## src/rtl/bram_portb_arbiter.sv

```systemverilog
// Port-B owner for the shared BRAM: fill sweep (word[i] = i), then round-robin access for NUM_REQ requesters.
// Optional doorbell interrupt on writes to DOORBELL_ADDR when BRAM_DOORBELL_IRQ_EN is defined.
module bram_portb_arbiter #(
  parameter int                NUM_REQ       = 2,
  parameter int                ADDR_W        = 11,
  parameter int                DATA_W        = 32,
  parameter logic [ADDR_W-1:0] DOORBELL_ADDR = 11'h7FF
) (
  input  logic                      clk,
  input  logic                      rst,
  input  logic                      init_start,
  input  logic [NUM_REQ-1:0]        req_valid,
  input  logic [NUM_REQ-1:0]        req_we,
  input  logic [NUM_REQ*ADDR_W-1:0] req_addr,
  input  logic [NUM_REQ*DATA_W-1:0] req_wdata,
  output logic [NUM_REQ-1:0]        req_ready,
  output logic [NUM_REQ-1:0]        rsp_valid,
  output logic [DATA_W-1:0]         rsp_rdata,
  output logic                      bram_en,
  output logic                      bram_we,
  output logic [ADDR_W-1:0]         bram_addr,
  output logic [DATA_W-1:0]         bram_din,
  input  logic [DATA_W-1:0]         bram_dout,
  output logic                      init_done,
  output logic                      irq_pulse
);

  localparam int PTR_W = (NUM_REQ > 1) ? $clog2(NUM_REQ) : 1;

  typedef enum logic [1:0] {ST_INIT, ST_ARB, ST_DRAIN} state_t;

  state_t             state_q, state_d;
  logic [ADDR_W-1:0]  cnt_q;
  logic [PTR_W-1:0]   ptr_q;
  logic               drain_q;
  logic [NUM_REQ-1:0] issue_q;  // read on the pins this cycle
  logic [NUM_REQ-1:0] rsp_q;    // read data arriving from the BRAM this cycle

  logic [NUM_REQ-1:0] grant;
  logic [PTR_W-1:0]   gnt_idx;
  logic [PTR_W-1:0]   cand;
  logic               gnt_any;
  logic [ADDR_W-1:0]  addr_arr  [NUM_REQ];
  logic [DATA_W-1:0]  wdata_arr [NUM_REQ];

  always_comb begin
    for (int i = 0; i < NUM_REQ; i++) begin
      addr_arr[i]  = req_addr[i*ADDR_W +: ADDR_W];
      wdata_arr[i] = req_wdata[i*DATA_W +: DATA_W];
    end
  end

  // NOTE: every combinational output gets a default before any branch, so no latch can be inferred.
  always_comb begin
    grant   = '0;
    gnt_idx = ptr_q;
    cand    = ptr_q;
    gnt_any = 1'b0;
    if (state_q == ST_ARB && !init_start) begin
      // Search starts just after the last winner, giving round-robin fairness.
      for (int k = 1; k <= NUM_REQ; k++) begin
        cand = PTR_W'((int'(ptr_q) + k) % NUM_REQ);
        if (!gnt_any && req_valid[cand]) begin
          gnt_any = 1'b1;
          gnt_idx = cand;
        end
      end
      if (gnt_any) grant[gnt_idx] = 1'b1;
    end
  end

  assign req_ready = grant;
  assign rsp_valid = rsp_q;
  assign rsp_rdata = bram_dout;

  always_comb begin
    state_d = state_q;
    case (state_q)
      ST_INIT:  if (cnt_q == '1) state_d = ST_ARB;
      ST_ARB:   if (init_start)  state_d = ST_DRAIN;
      ST_DRAIN: if (drain_q)     state_d = ST_INIT;
      default:                   state_d = ST_INIT;
    endcase
  end

  // NOTE: sequential state uses non-blocking assignments so every register samples pre-edge values.
  always_ff @(posedge clk or posedge rst) begin
    if (rst) begin
      state_q   <= ST_INIT;
      cnt_q     <= '0;
      ptr_q     <= PTR_W'(NUM_REQ - 1);
      drain_q   <= 1'b0;
      issue_q   <= '0;
      rsp_q     <= '0;
      bram_en   <= 1'b0;
      bram_we   <= 1'b0;
      bram_addr <= '0;
      bram_din  <= '0;
      init_done <= 1'b0;
    end else begin
      state_q <= state_d;
      rsp_q   <= issue_q;
      issue_q <= '0;
      bram_en <= 1'b0;
      bram_we <= 1'b0;
      drain_q <= 1'b0;
      case (state_q)
        ST_INIT: begin
          bram_en   <= 1'b1;
          bram_we   <= 1'b1;
          bram_addr <= cnt_q;
          bram_din  <= DATA_W'(cnt_q);
          cnt_q     <= cnt_q + 1'b1;
          if (cnt_q == '1) init_done <= 1'b1;
        end
        ST_ARB: begin
          if (init_start) init_done <= 1'b0;
          if (gnt_any) begin
            bram_en   <= 1'b1;
            bram_we   <= req_we[gnt_idx];
            bram_addr <= addr_arr[gnt_idx];
            bram_din  <= wdata_arr[gnt_idx];
            ptr_q     <= gnt_idx;
            if (!req_we[gnt_idx]) issue_q <= grant;
          end
        end
        ST_DRAIN: begin
          drain_q <= 1'b1;
          cnt_q   <= '0;
        end
        default: ;
      endcase
    end
  end

`ifdef BRAM_DOORBELL_IRQ_EN
  always_ff @(posedge clk or posedge rst) begin
    if (rst) irq_pulse <= 1'b0;
    else     irq_pulse <= gnt_any && req_we[gnt_idx] && (addr_arr[gnt_idx] == DOORBELL_ADDR);
  end
`else
  assign irq_pulse = 1'b0;
`endif

endmodule
```

## config.mk

```make
export PLATFORM = sky130hd
export DESIGN_NAME = bram_portb_arbiter
export DESIGN_NICKNAME = d
export VERILOG_FILES = /design/src/rtl/bram_portb_arbiter.sv
export SDC_FILE = /design/constraint.sdc
export NUM_CORES = 1
export LEC_CHECK = 0
export BUFFER_PORTS_ARGS = -buffer_cell sky130_fd_sc_hd__buf_2
export CAP_MARGIN = 25
export CORE_UTILIZATION = 25
export CTS_BUF_LIST = sky130_fd_sc_hd__clkbuf_4
export CTS_CLUSTER_SIZE = 20
export DETAILED_ROUTE_END_ITERATION = 7
export HOLD_SLACK_MARGIN = 0.12
export PLACE_DENSITY = 0.62
export SETUP_SLACK_MARGIN = 0.3
export SLEW_MARGIN = 10
export SYNTH_ARGS = -nofsm -noshare
export SYNTH_HDL_FRONTEND = slang
export SYNTH_SLANG_ARGS = --single-unit
export TNS_END_PERCENT = 100
```

## constraint.sdc

```tcl
create_clock -name clk -period 1.51 [get_ports clk]
set_input_delay 0 -clock clk [delete_from_list [all_inputs] [get_ports clk]]
set_output_delay 0 -clock clk [all_outputs]
set_load 0.03 [all_outputs]
```

==> summary.md <==
| Metric | Value |
|---|---|
| Commonest cells after routing, fill and taps aside | buf_2 (140), dlygate4sd3_1 (122), dfrtp_1 (61) |
| Cells after Synth | 354 |
| Initial Util | 0.257 |
| Drt initial violations | 309 |
| Combinational Power Share | 0.382 |
| WL final | 13.9 mm |
| Violated checks | negative setup slack |
| Leakage Power | between 3 and 4 nW |
| EDFF count, synth | 0 |
| Tcrit/Tclk final | 1.12 |
| DIE HEIGHT | roughly 120 µm |
| Power Dens Cells | roughly 880 nW/µm² |
| Crit path capture type | flop |
| Distinct cells, synth | 42 |
| Die area | 14800 µm² |
| Top-area cell type share of the netlist area | 0.448 |
| Core area | 13900 µm² |
| Vias in the first global route | 3939 |
| Setup TNS | -3930 ps |
| Critical Path RT | 1810 ps |
| Drt pass-1 iters | 8 |
| Num CTS Buffers | 9 |
| Synth Register Bits | 65 |
| Fin Hold WS | approximately 150 ps |
| Unrepaired setup endpoints after global routing | true |
| CTS Buffer Depth | 2 |
| Critical-path cell list | and4bb_4 > a21boi_4 > buf_6 > buf_6 > buf_16 > a222oi_1 > inv_1 |
| Routability cong. | around 0.8 |
| Port bufs | about 140 |
| Antenna-violating nets left | 0 |
| Area delta synth->final | 89.1% |
| Sequential area share after synthesis | 0.455 |
| RR Startpoint | state_q[0] |
| Syn_area_per_cell | 10.1 µm² |
| CP startpoint kind | flop |
| Run status | finished with violations |
| Final Hold Vio Count | 0 |
| Cell mode on critical path | buf_6 |
| Sw frac | 0.360 |
| Cell area after synthesis | 3580 µm² |
| Fmax | 591 MHz |
| Vias per cell | ~4.9 |
| Initial antenna violation count | 2 |
| Final setup viols | 45 |
| Worst Skew | 23.2 ps |
| Maximum VDD drop | 0.524 mV |
| CP max stage delay | ~430 ps |
| FF-to-FF path depth | 7 |
| Clock H-tree levels | 3 |
| Slew Limit Fails | 0 |
| Top cells by area, synth | dfrtp_1 (45%), mux2i_1 (9.8%), buf_4 (7.6%), a222oi_1 (5.9%), a22o_1 (3.2%) |
| Ys Warns | 0 |
| Hold WC Path Type | primary input to async pin |
| Crit path arrival time | 1990 ps |
| Sequential Power Share | 0.366 |
| Share of layout cells above drive strength 1 | 0.425 |
| Slew Limit Headroom | 0.644 |
| Setup ws final | -183 ps |
| Total Nets Final | between 700 and 800 |
| Horiz. Die Dim | 122 µm |
| Syn nets | 480 |
| Num rows | 43 |
| Pint | 0.00383 W |
| Clock Sink Count | 65 |
| CP Class | flop to flop |
| Io pins | 208 |
| Post-synth ARST share | 1.00 |
| GRT overflow | 0 |
| CTS tree | done |
| Routed WL per cell | between 15 and 20 µm |
| Residual DRC count | 0 |
| Ys flop type | dfrtp_1 |
| Post-DP HPWL | between 7 and 8 mm |
| Clock-pin slew on the worst setup and hold paths | 130 ps |
| # placed instances | around 650 |
| R2R setup slack | -180 ps |
| Commonest non-fill, non-tap cell in the layout | buf_2 |
| Reg2reg end | bram_din[27] |
| First-pass GRT wire length | between 15 and 20 mm |
| Minimum clock period | 1690 ps |
| Slowest stage cell, crit path | dfrtp_2 |
| Cell taking the most area after synthesis | dfrtp_1 |
| Total Power | ~0.006 W |
| Layout Utilization | 0.486 |
| MaxCap Viol Count | 0 |
| Via count | 3997 |
| Least-Margin Pin Slew | 532 ps |
| Clk_lat worst skew | 430 ps |
| Power share of the clock group | 0.252 |
| Largest net degree at the start of global routing | 26 |
| CTS root buffer | clkbuf_4 |
| Switching power | 0.00215 W |
| Gr usage total | 0.176 |
| Fin cells | between 800 and 900 |
| Largest fanout on the critical path | 6 |
[sequential cells by signal (all words and copies together) (netlist names)]
signal,cells
bram_din,32
bram_addr,11
cnt_q,11
issue_q,2
rsp_valid,2
state_q,2
bram_en,1
bram_we,1
drain_q,1
init_done,1
ptr_q,1
[layout make-up]
cell class | instances | area, µm²
diodes | 2 | 5.00
flip-flops and latches | 65 | 1630
repair buffers | 328 | 2840
well taps | 180 | 225
fillers | 1220 | 7170
multi-input cells | 202 | 1770
clock buffers | 10 | 75.1
inverters | 29 | 113
clock inverters | 6 | 106
[synth_stat cells (2+ instances only)]
cell type and number:
and2_1 3, nor4_1 3, nor3_1 6, o21ai_1 20, nor3b_1 10, a21oi_1 18
clkbuf_1 9, buf_2 9, a22o_1 13, a222oi_1 21, nor2_1 6, dfrtp_1 64
mux2i_1 35, buf_6 2, buf_4 36, xnor2_1 4, o21ai_0 19, nor2b_1 4
nand3_1 4, nand2_1 19, inv_1 28
[cell families after synthesis]
| logic type | Yosys count | synth area share |
|---|---|---|
| xor gates and xnor gates | 4 | 0.00979 |
| AOI/OAI and AO/OA | 97 | 0.184 |
| other | 1 | 0.00105 |
| DFF | 65 | 0.455 |
| and+or+nand+nor | 62 | 0.0983 |
| muxes | 37 | 0.107 |
| buffers and inverters | 87 | 0.141 |
| adders and majority gates | 1 | 0.00350 |
[power groups by stage]
stage | clock network (W) | registers (W) | logic, W
2_1_floorplan | 0 | 0.00255 | 0.000726
3_3_place_gp | 0 | 0.00218 | 0.00156
3_5_place_dp | 0 | 0.00219 | 0.00159
4_1_cts | 0.00157 | 0.00217 | 0.00213
5_1_grt | 0.00163 | 0.00222 | 0.00244
6_report | 0.00151 | 0.00219 | 0.00228
[per-stage QoR]
stage	setup slack, ps	cell area [µm²]
6_report	-183	6770
5_1_grt	-232	6770
4_1_cts	-173	6410
3_5_place_dp	-66.3	4540
3_3_place_gp	-12.4	4540
2_1_floorplan	23.3	3700
[worst max-delay path by stage]
stage	from	to	slack [ps]	cells past startpoint
2_1_floorplan	state_q[1]	bram_we	20	6
3_3_place_gp	state_q[0]	bram_addr[5]	-10	4
3_5_place_dp	state_q[0]	bram_din[1]	-70	4
4_1_cts	state_q[1]	req_ready[1]	-170	4
5_1_grt	state_q[1]	req_ready[1]	-230	4
6_report	state_q[0]	bram_din[27]	-180	7
[worst max-delay path: cells and delay by family (launching register included)]
family,cells,cell delay [ps]
and+or+nand+nor,1,200
DFF,1,430
buffers and inverters,4,480
AOI/OAI and AO/OA,2,440
[what timing repair did]
item                       CTS  global route
hold endpoints to repair   146             0
setup buffers               18            10
gates resized for setup     51            41
setup endpoints to repair   60            64
hold buffers               122             0
cloned                       4             5
pin swaps                   29            25
[metal layers]
layer  share of wire  global-route usage  wire length [µm]
met1            0.41               0.210              5710
met2            0.49               0.289              6810
met3           0.054              0.0356               746
met4           0.045               0.113               623
met5               0                   0                 0
No activity file was read; power rests on OpenSTA's default activity.
